===== config.mk =====
export PLATFORM = sky130hd
export DESIGN_NAME = shift_left_unit
export DESIGN_NICKNAME = d
export VERILOG_FILES = /design/src/rtl/shift_left_unit.sv
export SDC_FILE = /design/constraint.sdc
export NUM_CORES = 1
export LEC_CHECK = 0
export CORE_ASPECT_RATIO = 0.5
export CORE_MARGIN = 5
export CORE_UTILIZATION = 29
export CTS_BUF_LIST = sky130_fd_sc_hd__clkbuf_2
export DETAILED_ROUTE_END_ITERATION = 12
export HOLD_SLACK_MARGIN = 0.02
export PLACE_DENSITY = 0.72
export SYNTH_ARGS = -nofsm -noshare
export SYNTH_HDL_FRONTEND = slang
export SYNTH_SLANG_ARGS = --single-unit

===== constraint.sdc =====
create_clock -name clk -period 0.9 [get_ports clk]
set_clock_uncertainty 0.15 [all_clocks]
set_input_delay 0.18 -clock clk [delete_from_list [all_inputs] [get_ports clk]]
set_output_delay 0.18 -clock clk [all_outputs]
set_load 0.1 [all_outputs]

===== src/rtl/shift_left_unit.sv =====
// rtl/shift_left_unit.sv - logical left shift by SHIFT with combinational and registered results
//
// Scales sign-extended immediates and branch offsets by 2^SHIFT between the
// immediate generator and the PC/ALU-B operand muxes.
//
// Ports:
//   clk          in   system clock, registered outputs update on rising edge
//   rst_n        in   asynchronous active-low reset, clears registered state
//   en           in   capture enable for the registered outputs
//   data_in      in   [WIDTH-1:0] unsigned operand
//   data_out     out  [WIDTH-1:0] data_in << SHIFT, zero-filled (combinational)
//   carry_out    out  [SHIFT-1:0] bits shifted out of the top (combinational)
//   data_out_q   out  [WIDTH-1:0] registered data_out
//   carry_out_q  out  [SHIFT-1:0] registered carry_out
//   valid_q      out  registered outputs hold a captured result
module shift_left_unit #(
   parameter int WIDTH = 16,
   parameter int SHIFT = 1
) (
   input  logic             clk,
   input  logic             rst_n,
   input  logic             en,
   input  logic [WIDTH-1:0] data_in,
   output logic [WIDTH-1:0] data_out,
   output logic [SHIFT-1:0] carry_out,
   output logic [WIDTH-1:0] data_out_q,
   output logic [SHIFT-1:0] carry_out_q,
   output logic             valid_q
);

   logic [WIDTH-1:0] data_out_d;
   logic [SHIFT-1:0] carry_out_d;
   logic             valid_d;

   // Pure wiring: the result is available in the same cycle and is independent
   // of reset and enable.
   assign data_out  = {data_in[WIDTH-1-SHIFT:0], {SHIFT{1'b0}}};
   assign carry_out = data_in[WIDTH-1 -: SHIFT];

   always_comb begin
      data_out_d  = data_out_q;
      carry_out_d = carry_out_q;
      valid_d     = valid_q;
      if (en) begin
         data_out_d  = data_out;
         carry_out_d = carry_out;
         valid_d     = 1'b1;
      end
   end

   always_ff @(posedge clk or negedge rst_n) begin
      if (!rst_n) begin
         data_out_q  <= '0;
         carry_out_q <= '0;
         valid_q     <= 1'b0;
      end else begin
         data_out_q  <= data_out_d;
         carry_out_q <= carry_out_d;
         valid_q     <= valid_d;
      end
   end

endmodule


==> metrics, run 1 <==
PwrDens=between 1500 and 2000 mW/mm^2; worst min-delay path class=in -> reg; FF-to-FF setup slack=-240 ps; layout net count=115; Row Count=13; synthesized area=just over 800 um^2; status=finished with violations; synth unique cells=8; Critical Path Start Type=register; Internal=1.57 mW; critical path required time=approximately 570 ps; WHS=-3.12 ps; routed length per instance=between 15 and 20 um; most common flop cell mapped by yosys=dfrtp_1; Worst Reg-to-Reg Cells=2; largest net degree at the start of global routing=18; failing checks=hold timing, setup timing; vias in the first global route=around 570; Peak VDD IR=755 uV; Total Routed Length=between 2000 and 2500 um; sw frac=0.461; grt ovf=0; top cells by area, synth=dfrtp_1, buf_4, mux2_4; wire length of the first global-routing pass=3080 um; share of cells above drive strength 1=0.947; Final Instance Area=roughly 0.0016 mm^2; max cap viols=0; Cells after Synth=55; maximum buffer depth of the clock tree=2; Num CTS Buffers=3; I/O pin total=54; Initial Util=0.310; CP max FO=2; cell taking the most area after synthesis=dfrtp_1; Flop pwr share=0.331; Tcrit/Tclk final=1.49; Tot Pwr=a little under 3 mW; placed inst area=between 0.0015 and 0.002 mm^2; Logic pwr share=0.549; die area=between 0.004 and 0.005 mm^2; synth warn=0; hpwl dp=between 1500 and 2000 um; width of the die=approximately 85 um; first-pass detailed-route iteration total=4; Via density=3.92; Seq/Total Area, Yosys=0.521; root buffer cell=clkbuf_2; Post-Synthesis Mean Instance Area=around 15 um^2; Starting DRT DRC Count=22; area delta synth->final=101%; Worst Setup Path Type=reg -> out; r2r startpoint=data_out_q[8]$_DFFE_PN0P_; # DRC=0; HP Start=data_in[5]; pre-CTS setup slack=-595 ps; final hold vios=6; via count=517; Max Fclk=approximately 750 MHz; RR Endpoint=data_out_q[8]$_DFFE_PN0P_; global-route total usage across every layer=0.104; crit-path cells=buf_12; CP endpoint kind=output pin; GPL Wtd Cong=0.641; die span in y=~48 um; cell with the most instances after synthesis=buf_4; H-tree depth=1; CTS tree=built; setup violators final=34; fin. max-slew vios=0; Ant. Diodes=0; synth cell count leaders=buf_4, dfrtp_1, mux2_4, mux2_2; P_leak=around 0.74 nW; CTS sink count=17; worst hold path cell count=2; clock-pin slew on the worst setup and hold paths=around 160 ps; Crit-path slowest cell=dfrtp_4; Worst Hold Endpoint=data_out_q[6]$_DFFE_PN0P_; Crit path buffers/inverters=1; asr flop ratio synth=1.00; setup ws final=-441 ps; Psw=1.34 mW; IO Port Bufs=51; initial antenna violation count=0; Synth top area share=0.521; CORE AREA=roughly 0.0026 mm^2; clock share of power=0.120; Skew-Pair Late Insertion Delay=roughly 300 ps; synthesized flop and latch total=17; Worst path top cell family by delay=flip-flops; Critical Path Max Stage Delay=about 530 ps; WP data arrival=1010 ps; unrepaired setup endpoints after global routing=true; Final min period=about 1300 ps; TNS Setup=-9650 ps; post-route ant nets=0; Post-synth EDFFs=0
power groups by stage:
stage	Clock, mW	Combinational, mW	Sequential [mW]
CTS	0.362	1.62	0.964
global placement	0	1.60	0.977
global route	0.407	1.63	0.973
floorplan	0	0.505	1.48
finish	0.349	1.60	0.963
detailed placement	0	1.61	0.981
sequential cells by signal (all words and copies together), names as in the netlist:
signal,count
valid_q,1
data_out_q,15
carry_out_q,1
cell usage in the layout, fill, tap and decap left out:
cell type and n:
dfrtp_4 17, buf_6 1, conb_1 2, mux2_2 5, or2_1 1, clkbuf_2 3, dlygate4sd2_1 1, bufbuf_16 1
clkdlybuf4s50_1 1, mux2_4 11, clkinv_2 1, buf_2 15, clkdlybuf4s15_2 1, buf_12 35
kinds of logic (layout without fill, tap and decap cells):
kind of cell	count (synthesis)	in the layout	share of synthesized area
AND/OR/NAND/NOR	1	1	0.00767
flip-flops	17	17	0.521
other	1	2	0.00460
buffers and inverters	20	59	0.204
multiplexers	16	16	0.262
worst max path at each step:
stage                          startpoint                    endpoint  slack [ps]  depth (start not counted)
4_1_cts         data_out_q[7]$_DFFE_PN0P_               data_out_q[7]        -460                          1
3_3_place_gp                           en   data_out_q[1]$_DFFE_PN0P_        -570                          3
3_5_place_dp                           en   data_out_q[3]$_DFFE_PN0P_        -590                          3
2_1_floorplan  data_out_q[10]$_DFFE_PN0P_  data_out_q[10]$_DFFE_PN0P_        -280                          1
6_report        data_out_q[7]$_DFFE_PN0P_               data_out_q[7]        -440                          1
5_1_grt        data_out_q[10]$_DFFE_PN0P_              data_out_q[10]        -510                          1
cell type report:
class                           count  area, um^2
Fill cell                         202         995
Timing Repair Buffer               55         850
Sequential cell                    17         489
Multi-Input combinational cell     19         235
Tap cell                           37        46.3
Clock buffer                        3        15.0
Clock inverter                      1        5.00
through the flow:
stage	std cells	util
2_1_floorplan	56	-
3_3_place_gp	126	0.624
3_5_place_dp	126	0.624
4_1_cts	132	0.634
5_1_grt	132	0.623
6_report	132	0.623
per-layer routing:
layer  global-route usage  vias up  part of all wire
met5                    0        -                 0
met4               0.0284        0            0.0029
met3               0.0258        2             0.021
met2                0.204        7              0.61
met1                0.118      267              0.37
li1                     -      241                 -
repair_timing:
item,CTS,global route
endpoints found under the hold margin,9,25
resized for setup,59,8
setup endpoints to repair,50,40
setup buffers,1,0
cloned,1,0
Note: power is estimated with default switching activity, not from simulation.
==> run 2: changes to the inputs <==
--- a/config.mk
+++ b/config.mk
@@ -11,6 +11,7 @@
 export CTS_BUF_LIST = sky130_fd_sc_hd__clkbuf_2
 export DETAILED_ROUTE_END_ITERATION = 12
 export HOLD_SLACK_MARGIN = 0.02
+export MAX_ROUTING_LAYER = met4
 export PLACE_DENSITY = 0.72
 export SYNTH_ARGS = -nofsm -noshare
 export SYNTH_HDL_FRONTEND = slang
==> metrics, run 2 (same netlist as run 1, synthesis figures left out) <==
Starting DRT DRC Count=22; setup violators final=34; Crit. Startpoint=data_out_q[7]$_DFFE_PN0P_; Total Routed Length=2090 um; area delta synth->final=101%; GPL Wtd Cong=about 0.65; commonest non-fill, non-tap cell in the layout=buf_12; Top reg by flops=data_out_q; biggest regs=data_out_q (15), carry_out_q (1), valid_q (1); first-pass detailed-route iteration total=4; IO Port Bufs=between 50 and 60; share of cells above drive strength 1=0.947; failing checks=hold timing, setup timing; placed inst area=between 0.0015 and 0.002 mm^2; Skew-Pair Late Insertion Delay=about 300 ps; CP endpoint kind=output pin; maximum buffer depth of the clock tree=2; grt ovf=0; fin. max-slew vios=0; Via density=slightly below 4; final hold vios=6; WP data arrival=between 1000 and 1500 ps; routed length per instance=~16 um; via count=around 520; status=finished with violations; WHS=-3.49 ps; H-tree depth=1; wire length of the first global-routing pass=3080 um; Max Fclk=745 MHz; die area=around 0.0040 mm^2; CORE AREA=about 0.0026 mm^2; critical path required time=around 570 ps; crit-path cells=buf_12; global-route total usage across every layer=0.107; CP max FO=2; Row Count=13; Crit path buffers/inverters=1; initial antenna violation count=0; Critical Path Start Type=register; most frequent cells in the layout=buf_12, dfrtp_4, buf_2, mux2_4, mux2_2; pre-CTS setup slack=-595 ps; Final min period=1340 ps; layout net count=115; Final Instance Area=0.00164 mm^2; I/O pin total=54; Peak VDD IR=around 750 uV; setup ws final=-442 ps; HP Start=data_in[5]; root buffer cell=clkbuf_2; Ant. Diodes=0; Crit-path slowest cell=dfrtp_4; clock-pin slew on the worst setup and hold paths=160 ps; max reg flops=15; P_leak=0.743 nW; CTS tree=built; largest net degree at the start of global routing=18; # DRC=0; max cap viols=0; Worst path top cell family by delay=flip-flops; width of the die=around 85 um; unrepaired setup endpoints after global routing=true; die span in y=approximately 48 um; post-route ant nets=0; Num CTS Buffers=3; Tcrit/Tclk final=1.49; Worst Setup Path Type=reg -> out; worst min-delay path class=in -> reg; Initial Util=0.310; Critical Path Max Stage Delay=530 ps; PwrDens=between 1500 and 2000 mW/mm^2; r2r startpoint=data_out_q[8]$_DFFE_PN0P_; CTS sink count=17; hpwl dp=1740 um; vias in the first global route=about 570
run 2: timing repair:
action	CTS	global route
endpoints found under the setup margin	50	40
setup buffers	1	0
endpoints found under the hold margin	9	25
resized for setup	59	8
cloned	1	0
run 2: final timing paths:
check                                            endpoint  slack, ps  cells past startpoint
worst max-delay path                        data_out_q[7]       -440                      1
worst min-delay path            data_out_q[6]$_DFFE_PN0P_         -3                      2
worst max register to register  data_out_q[8]$_DFFE_PN0P_       -240                      2
worst min register to register        valid_q$_DFFE_PN0P_        430                      1
max in group asynchronous       data_out_q[3]$_DFFE_PN0P_        430                      2
min in group asynchronous       data_out_q[7]$_DFFE_PN0P_         30                      2
run 2: final cells by class:
| cell class | instances | area, um^2 |
|---|---|---|
| Timing Repair Buffer | 55 | 850 |
| Sequential cell | 17 | 489 |
| Clock buffer | 3 | 15.0 |
| Fill cell | 202 | 995 |
| Multi-Input combinational cell | 19 | 235 |
| Clock inverter | 1 | 5.00 |
| Tap cell | 37 | 46.3 |
run 2: metal layers:
layer,track usage,vias to the layer above,part of all wire
li1,-,241,-
met1,0.118,269,0.37
met2,0.204,7,0.61
met3,0.0258,2,0.021
met4,0.0284,0,0.0029
met5,-,-,0
run 2: metrics by stage:
stage               setup TNS [ps]  total power, mW  utilization  instances
floorplan                    -5020             1.98            -         56
global placement            -15860             2.58        0.624        126
detailed placement          -16190             2.59        0.624        126
CTS                          -9940             2.94        0.634        132
global route                -10940             3.01        0.623        132
finish                       -9660             2.91        0.623        132
run 2: report_power, final:
group | internal, mW | switching (mW) | leakage, nW | total [mW]
sequential | 0.883 | 0.0806 | 0.181 | 0.963
combinational | 0.588 | 1.01 | 0.546 | 1.60
clock | 0.101 | 0.249 | 0.0164 | 0.350
